File: src/rtl/pipe_pkg.sv
// Shared constants and state encoding for the pipeline hazard controller.
package pipe_pkg;

  localparam int MD_CYCLES_DEF = 32;
  localparam int STAT_W_DEF    = 16;
  localparam int REG_W         = 5;
  localparam int JUMP_W        = 2;
  localparam int MD_CNT_W      = 6;

  typedef enum logic {
    RUN     = 1'b0,
    MD_BUSY = 1'b1
  } state_e;

endpackage

File: src/rtl/pipe_ctrl_if.sv
// Pipeline-side signals of the hazard controller: decode/EX inputs and stage controls.
interface pipe_ctrl_if
  import pipe_pkg::*;
#(
  parameter int STAT_W = STAT_W_DEF
);

  logic [REG_W-1:0]  ID_Rs;
  logic [REG_W-1:0]  ID_Rt;
  logic [REG_W-1:0]  EX_WR_out;
  logic              EX_MemtoReg;
  logic [JUMP_W-1:0] EX_JumpOP;
  logic              ID_MDOp;
  logic              ID_HiLoRd;
  logic              DM_Busy;

  logic              PCWrite;
  logic              IF_IDWrite;
  logic              ID_EXWrite;
  logic              EX_MEMWrite;
  logic              IF_Flush;
  logic              ID_Flush;
  logic              MD_Start;
  logic              MD_Busy;
  logic [STAT_W-1:0] StallCount;

  modport master (
    output ID_Rs, ID_Rt, EX_WR_out, EX_MemtoReg, EX_JumpOP, ID_MDOp, ID_HiLoRd, DM_Busy,
    input  PCWrite, IF_IDWrite, ID_EXWrite, EX_MEMWrite, IF_Flush, ID_Flush,
           MD_Start, MD_Busy, StallCount
  );

  modport slave (
    input  ID_Rs, ID_Rt, EX_WR_out, EX_MemtoReg, EX_JumpOP, ID_MDOp, ID_HiLoRd, DM_Busy,
    output PCWrite, IF_IDWrite, ID_EXWrite, EX_MEMWrite, IF_Flush, ID_Flush,
           MD_Start, MD_Busy, StallCount
  );

endinterface

File: src/rtl/pipe_md_timer.sv
// Mult/div latency down-counter; busy while the count has not reached terminal zero.
module pipe_md_timer
  import pipe_pkg::*;
(
  input  logic                clk,
  input  logic                rst,
  input  logic                load,
  input  logic [MD_CNT_W-1:0] value,
  output logic                busy
);

  logic [MD_CNT_W-1:0] cnt_q;
  logic [MD_CNT_W-1:0] cnt_d;

  always_comb begin
    cnt_d = cnt_q;
    if (load) begin
      cnt_d = value;
    end else if (cnt_q != '0) begin
      cnt_d = cnt_q - MD_CNT_W'(1);
    end
  end

  always_ff @(posedge clk or negedge rst) begin
    if (!rst) begin
      cnt_q <= '0;
    end else begin
      cnt_q <= cnt_d;
    end
  end

  assign busy = (cnt_q != '0);

endmodule

File: src/rtl/pipe_ctrl.sv
// Pipeline hazard controller: load-use and mult/div interlocks, branch flush,
// memory-wait freeze, and a saturating stall statistic.
//
//   state   | meaning
//   RUN     | no mult/div in flight; an ID mult/div may issue
//   MD_BUSY | mult/div in flight; HI/LO readers and new mult/div stall
module pipe_ctrl
  import pipe_pkg::*;
#(
  parameter int MD_CYCLES = MD_CYCLES_DEF,
  parameter int STAT_W    = STAT_W_DEF
) (
  input  logic       clk,
  input  logic       rst,
  pipe_ctrl_if.slave bus
);

  state_e            state_q, state_d;
  logic              md_busy_q, md_busy_d;
  logic [STAT_W-1:0] stall_q, stall_d;

  logic load_use, md_hazard, taken, md_start, tmr_busy;
  logic pc_wr, ifid_wr, idex_wr, exmem_wr, if_flush, id_flush;

  always_comb begin
    load_use  = bus.EX_MemtoReg && (bus.EX_WR_out != '0) &&
                ((bus.EX_WR_out == bus.ID_Rs) || (bus.EX_WR_out == bus.ID_Rt));
    md_hazard = (state_q == MD_BUSY) && (bus.ID_MDOp || bus.ID_HiLoRd);
    taken     = (bus.EX_JumpOP != '0);

    pc_wr    = 1'b1;
    ifid_wr  = 1'b1;
    idex_wr  = 1'b1;
    exmem_wr = 1'b1;
    if_flush = 1'b0;
    id_flush = 1'b0;
    md_start = bus.ID_MDOp && (state_q == RUN) && !bus.DM_Busy && !taken && !load_use;

    if (load_use || md_hazard) begin
      pc_wr    = 1'b0;
      ifid_wr  = 1'b0;
      id_flush = 1'b1;
    end
    // A taken branch discards the stalled instruction anyway, so it wins over the interlock.
    if (taken) begin
      pc_wr    = 1'b1;
      ifid_wr  = 1'b1;
      if_flush = 1'b1;
      id_flush = 1'b1;
    end
    if (bus.DM_Busy) begin
      pc_wr    = 1'b0;
      ifid_wr  = 1'b0;
      idex_wr  = 1'b0;
      exmem_wr = 1'b0;
      if_flush = 1'b0;
      id_flush = 1'b0;
    end
    if (!rst) begin
      pc_wr    = 1'b0;
      ifid_wr  = 1'b0;
      idex_wr  = 1'b0;
      exmem_wr = 1'b0;
      if_flush = 1'b0;
      id_flush = 1'b0;
      md_start = 1'b0;
    end
  end

  // The timer keeps counting through memory waits and flushes; only reset aborts it.
  always_comb begin
    state_d = state_q;
    case (state_q)
      RUN:     if (md_start) state_d = MD_BUSY;
      MD_BUSY: if (!tmr_busy) state_d = RUN;
      default: state_d = RUN;
    endcase
    md_busy_d = (state_d == MD_BUSY);
    stall_d   = stall_q;
    if (!pc_wr && (stall_q != '1)) begin
      stall_d = stall_q + STAT_W'(1);
    end
  end

  always_ff @(posedge clk or negedge rst) begin
    if (!rst) begin
      state_q   <= RUN;
      md_busy_q <= 1'b0;
      stall_q   <= '0;
    end else begin
      state_q   <= state_d;
      md_busy_q <= md_busy_d;
      stall_q   <= stall_d;
    end
  end

  pipe_md_timer u_md_timer (
    .clk   (clk),
    .rst   (rst),
    .load  (md_start),
    .value (MD_CNT_W'(MD_CYCLES - 1)),
    .busy  (tmr_busy)
  );

  assign bus.PCWrite     = pc_wr;
  assign bus.IF_IDWrite  = ifid_wr;
  assign bus.ID_EXWrite  = idex_wr;
  assign bus.EX_MEMWrite = exmem_wr;
  assign bus.IF_Flush    = if_flush;
  assign bus.ID_Flush    = id_flush;
  assign bus.MD_Start    = md_start;
  assign bus.MD_Busy     = md_busy_q;
  assign bus.StallCount  = stall_q;

endmodule

File: src/flat_wrapper.sv
// flat-port wrapper written by rule: the top's interface ports become plain ports
module pipe_ctrl_flat import pipe_pkg::*;
#(
  parameter int MD_CYCLES = MD_CYCLES_DEF,
  parameter int STAT_W    = STAT_W_DEF
)
  (clk, rst, bus_ID_Rs, bus_ID_Rt, bus_EX_WR_out, bus_EX_MemtoReg, bus_EX_JumpOP, bus_ID_MDOp, bus_ID_HiLoRd, bus_DM_Busy, bus_PCWrite, bus_IF_IDWrite, bus_ID_EXWrite, bus_EX_MEMWrite, bus_IF_Flush, bus_ID_Flush, bus_MD_Start, bus_MD_Busy, bus_StallCount);
  pipe_ctrl_if #(.STAT_W(STAT_W)) bus_i ();
  input  logic clk;
  input  logic rst;
  input wire logic [$bits(bus_i.ID_Rs)-1:0] bus_ID_Rs;
  input wire logic [$bits(bus_i.ID_Rt)-1:0] bus_ID_Rt;
  input wire logic [$bits(bus_i.EX_WR_out)-1:0] bus_EX_WR_out;
  input wire logic [$bits(bus_i.EX_MemtoReg)-1:0] bus_EX_MemtoReg;
  input wire logic [$bits(bus_i.EX_JumpOP)-1:0] bus_EX_JumpOP;
  input wire logic [$bits(bus_i.ID_MDOp)-1:0] bus_ID_MDOp;
  input wire logic [$bits(bus_i.ID_HiLoRd)-1:0] bus_ID_HiLoRd;
  input wire logic [$bits(bus_i.DM_Busy)-1:0] bus_DM_Busy;
  output wire logic [$bits(bus_i.PCWrite)-1:0] bus_PCWrite;
  output wire logic [$bits(bus_i.IF_IDWrite)-1:0] bus_IF_IDWrite;
  output wire logic [$bits(bus_i.ID_EXWrite)-1:0] bus_ID_EXWrite;
  output wire logic [$bits(bus_i.EX_MEMWrite)-1:0] bus_EX_MEMWrite;
  output wire logic [$bits(bus_i.IF_Flush)-1:0] bus_IF_Flush;
  output wire logic [$bits(bus_i.ID_Flush)-1:0] bus_ID_Flush;
  output wire logic [$bits(bus_i.MD_Start)-1:0] bus_MD_Start;
  output wire logic [$bits(bus_i.MD_Busy)-1:0] bus_MD_Busy;
  output wire logic [$bits(bus_i.StallCount)-1:0] bus_StallCount;
  assign bus_i.ID_Rs = bus_ID_Rs;
  assign bus_i.ID_Rt = bus_ID_Rt;
  assign bus_i.EX_WR_out = bus_EX_WR_out;
  assign bus_i.EX_MemtoReg = bus_EX_MemtoReg;
  assign bus_i.EX_JumpOP = bus_EX_JumpOP;
  assign bus_i.ID_MDOp = bus_ID_MDOp;
  assign bus_i.ID_HiLoRd = bus_ID_HiLoRd;
  assign bus_i.DM_Busy = bus_DM_Busy;
  assign bus_PCWrite = bus_i.PCWrite;
  assign bus_IF_IDWrite = bus_i.IF_IDWrite;
  assign bus_ID_EXWrite = bus_i.ID_EXWrite;
  assign bus_EX_MEMWrite = bus_i.EX_MEMWrite;
  assign bus_IF_Flush = bus_i.IF_Flush;
  assign bus_ID_Flush = bus_i.ID_Flush;
  assign bus_MD_Start = bus_i.MD_Start;
  assign bus_MD_Busy = bus_i.MD_Busy;
  assign bus_StallCount = bus_i.StallCount;
  pipe_ctrl #(.MD_CYCLES(MD_CYCLES), .STAT_W(STAT_W)) u_core (.clk(clk), .rst(rst), .bus(bus_i));
endmodule
File: config.mk
export PLATFORM = sky130hd
export DESIGN_NAME = pipe_ctrl_flat
export DESIGN_NICKNAME = d
export VERILOG_FILES = /design/src/rtl/pipe_pkg.sv /design/src/rtl/pipe_ctrl_if.sv /design/src/rtl/pipe_md_timer.sv /design/src/rtl/pipe_ctrl.sv /design/src/flat_wrapper.sv
export SDC_FILE = /design/constraint.sdc
export NUM_CORES = 1
export LEC_CHECK = 0
export ABC_AREA = 1
export ABC_CLOCK_PERIOD_IN_PS = 1750
export CORE_ASPECT_RATIO = 0.7
export CORE_MARGIN = 2
export CORE_UTILIZATION = 48
export DETAILED_ROUTE_END_ITERATION = 8
export PLACE_DENSITY_LB_ADDON = 0.3
export SLEW_MARGIN = 40
export SYNTH_ARGS = -nofsm -noshare
export SYNTH_HDL_FRONTEND = slang
export SYNTH_HIERARCHICAL = 1
export SYNTH_SLANG_ARGS = --single-unit
File: constraint.sdc
create_clock -name clk -period 1.75 [get_ports clk]
set_input_delay 0.175 -clock clk [delete_from_list [all_inputs] [get_ports clk]]
set_output_delay 0.175 -clock clk [all_outputs]
set_load 0.005 [all_outputs]
==> metrics.log <==
INFO  metric dp.cells = between 300 and 400
INFO  metric finalSetupViolCount = 0
INFO  metric layout_cells_excl_fill = between 300 and 400
INFO  metric finClkSkew = 1.204 ps
INFO  metric wl = 4.167 mm
INFO  metric post_synth_instance_area = around 0.0017 mm²
INFO  metric chipHeight = 54.02 µm
INFO  metric startpoint = bus_DM_Busy
INFO  metric final_gp_congestion = about 0.90
INFO  metric rsz0062_at_grt = no
INFO  metric yosys_warnings = 6
INFO  metric fmax = roughly 600 MHz
INFO  metric dr.pass1.iters = 4
INFO  metric grt_max_degree = 24
INFO  metric antenna_violating_nets_post_route = 0
INFO  metric layout_cells_sized_above_1 = 0.1355
INFO  metric netlist-cell-type-count = 24
INFO  metric crit_cells = 6
INFO  metric endpoint = bus_IF_Flush
INFO  metric cp_max_fo = 2
INFO  metric clkLatencyLatePin = about 260 ps
INFO  metric slowest_delay = slightly below 500 ps
INFO  metric port_buffers = 46
INFO  metric register_area_share_after_synthesis = 0.3355
INFO  metric worstPathArrival = around 1500 ps
INFO  metric reg2reg_slack = 110 ps
INFO  metric post_cts_hold_buffer_count = 0
INFO  metric dp_slack = -310.6 ps
INFO  metric max_ir_drop_vdd = slightly below 0.6 mV
INFO  metric antenna_diodes = 0
INFO  metric number_of_global_route_vias_before_repair = approximately 1500
INFO  metric holdCritPathClass = primary input to asynchronous set/reset pin
INFO  metric detailed_place_hpwl = 3.239 mm
INFO  metric avgSynthCellArea = between 6 and 7 µm²
INFO  metric finalHoldViolations = 0
INFO  metric min_period = around 1700 ps
INFO  metric floorplan.rows = 18
INFO  metric total_global_route_track_usage = 0.2155
INFO  metric core_region_area = between 0.003 and 0.004 mm²
INFO  metric fin_ws = approximately 77 ps
INFO  metric vias = around 1700
INFO  metric globalRoute.totalOverflow = 0
INFO  metric route.detailed.vias_per_inst = between 4 and 5
INFO  metric design.portCount = 47
INFO  metric critical_path_s_top_delay_family = buffers and inverters
INFO  metric timing.critical_path.to_type = primary output
INFO  metric p_leak = approximately 1.2 nW
INFO  metric area_enclosed_by_the_die_boundary = ~0.0041 mm²
INFO  metric grt_first_pass_wirelength = 6.665 mm
INFO  metric number_of_sinks_driven_by_the_clock_tree = 23
INFO  metric cp-start-kind = primary input
INFO  metric end_of_the_worst_register_to_register_path = u_core/bus.StallCount[13]
INFO  metric drv_slew = 0
INFO  metric maxCapViolCount = 0
INFO  metric tritoncts = yes
INFO  metric chipWidth = about 75 µm
INFO  metric root_buffer_cell = sky130_fd_sc_hd__clkbuf_8
INFO  metric post_drt_wl_per_cell = around 12 µm
INFO  metric finalCritPeriodShare = 0.9558
INFO  metric first_iter_violations = 90
INFO  metric cp_data_required_time = about 1600 ps
INFO  metric finalNetCount = 337
INFO  metric clockBufferDepth = 2
INFO  metric yosys_register_bits = 23
INFO  metric cts-buffers-inserted = 3
INFO  metric number_of_remaining_drc_errors = 0
INFO  metric cpMaxStageDelayCell = sky130_fd_sc_hd__clkdlybuf4s50_1
INFO  metric start_util = 0.4946
INFO  metric cts.reportedPaths.clkPinSlew = 80 ps
INFO  metric rr_worst_depth = 9
INFO  metric power-per-cell-area = 881.0 mW/mm²
INFO  metric synth_to_layout_area_growth = 38.22%
INFO  metric timing.setup.critical_path_class = primary input to primary output
INFO  metric worstPathCellList = clkdlybuf4s50_1, nor2_2, inv_1, nor2_2, buf_4, clkdlybuf4s50_1
INFO  metric run_status = finished, final reports clean
INFO  metric finalCoreUtilization = 0.6836
INFO  metric synth_cells = 248
INFO  metric worstReg2RegStart = u_core/bus.StallCount[0]
INFO  metric htree_num_levels = 1
INFO  metric cp.buffers_inverters = 4
INFO  metric number_of_antenna_violations_at_the_first_check_in_global_routing = 0
[layout by cell type, fill, tap and decap left out]
cell and n:
sky130_fd_sc_hd__nand3_1 9, sky130_fd_sc_hd__buf_4 13, sky130_fd_sc_hd__conb_1 6, sky130_fd_sc_hd__nand2_1 89, sky130_fd_sc_hd__nor2_4 4, sky130_fd_sc_hd__clkdlybuf4s50_1 33, sky130_fd_sc_hd__nor3_1 3, sky130_fd_sc_hd__dlymetal6s2s_1 4
sky130_fd_sc_hd__o21ai_0 5, sky130_fd_sc_hd__clkbuf_1 1, sky130_fd_sc_hd__nand2_2 4, sky130_fd_sc_hd__xor2_1 10, sky130_fd_sc_hd__inv_2 5, sky130_fd_sc_hd__buf_8 1, sky130_fd_sc_hd__clkbuf_8 3, sky130_fd_sc_hd__clkbuf_2 4
sky130_fd_sc_hd__nand3_4 3, sky130_fd_sc_hd__o21ai_1 3, sky130_fd_sc_hd__nand3_2 2, sky130_fd_sc_hd__nor2_2 2, sky130_fd_sc_hd__clkinv_1 1, sky130_fd_sc_hd__buf_6 1, sky130_fd_sc_hd__nand4_1 19, sky130_fd_sc_hd__ha_1 3
sky130_fd_sc_hd__dlygate4sd2_1 5, sky130_fd_sc_hd__a31oi_1 1, sky130_fd_sc_hd__xnor2_1 7, sky130_fd_sc_hd__dfrtp_1 23, sky130_fd_sc_hd__inv_1 23, sky130_fd_sc_hd__nor2_1 22, sky130_fd_sc_hd__a21oi_1 1
[sequential cells by signal (all words and copies together) (netlist names)]
signal                   count
u_core/bus.StallCount       16
u_core/u_md_timer/cnt_q      6
u_core/bus.MD_Busy           1
[cell families (layout without fill, tap and decap cells)]
group                      count (synthesis)  in the layout  share of synthesized area
and+or+nand+nor                          157            157                     0.4303
buffers and inverters                     36             94                    0.09117
DFF                                       23             23                     0.3355
xor gates and xnor gates                  17             17                    0.08680
AOI/OAI and AO/OA                         10             10                    0.02991
adders and majority gates                  3              3                    0.02188
other                                      2              6                   0.004378
[per-layer routing]
metal / vias up / global-route usage / part of all wire
li1: 900 / - / -
met1: 763 / 0.3030 / 0.49
met2: 54 / 0.3391 / 0.44
met3: 4 / 0.05618 / 0.065
met4: 0 / 0.03801 / 0.0070
met5: - / 0 / 0
[layout make-up]
class | count | area, µm²
multi-input cells | 193 | 1011
well taps | 50 | 62.56
repair buffers | 61 | 568.0
flip-flops and latches | 23 | 575.6
clock buffers | 4 | 45.04
inverters | 29 | 108.9
fillers | 321 | 1097
[worst min path at each step]
| stage | startpoint | cells past startpoint | slack (ps) | to |
|---|---|---|---|---|
| 2_1_floorplan | rst | 0 | -120 | u_core/bus.MD_Busy |
| 3_3_place_gp | u_core/bus.StallCount[15] | 2 | 490 | u_core/bus.StallCount[15] |
| 3_5_place_dp | u_core/bus.StallCount[15] | 2 | 510 | u_core/bus.StallCount[15] |
| 4_1_cts | rst | 2 | 60 | u_core/bus.StallCount[13] |
| 5_1_grt | rst | 2 | 60 | u_core/bus.StallCount[3] |
| 6_report | rst | 2 | 40 | u_core/bus.StallCount[4] |
[synthesized netlist by cell type, drive strengths merged]
cell type,number,area share
xnor2,7,0.036
ha,3,0.022
dfrtp,23,0.34
nand2,93,0.20
inv,28,0.061
nand3,14,0.069
nor2,28,0.079
a21oi,1,0.0029
clkinv,1,0.0022
o21ai,8,0.023
buf,7,0.028
nand4,19,0.069
conb,2,0.0044
nor3,3,0.0088
xor2,10,0.051
a31oi,1,0.0036
[metrics by stage]
step / total power (W) / area, µm² / setup TNS [ps] / hold slack (ps)
after floorplan: 0.001374 / 1730 / 0 / -120.6
after global placement: 0.001736 / 2303 / -5640 / 487.7
after detailed placement: 0.001775 / 2303 / -6942 / 508.4
after CTS: 0.002104 / 2347 / 0 / 58.15
after global routing: 0.002285 / 2371 / 0 / 63.02
final: 0.002089 / 2371 / 0 / 42.94
[power breakdown]
| part | internal (W) | switching [W] |
|---|---|---|
| Clock | 0.000162 | 0.000164 |
| Combinational | 0.000468 | 0.000480 |
| Sequential | 0.000671 | 0.000144 |
[timing repair]
action / CTS / global route
gates resized for setup: 14 / 19
pin swaps: 1 / 9
setup buffers: 0 / 2
endpoints found under the setup margin: 7 / 27
hold endpoints to repair: 0 / 0
No activity file was read; power rests on OpenSTA's default activity.
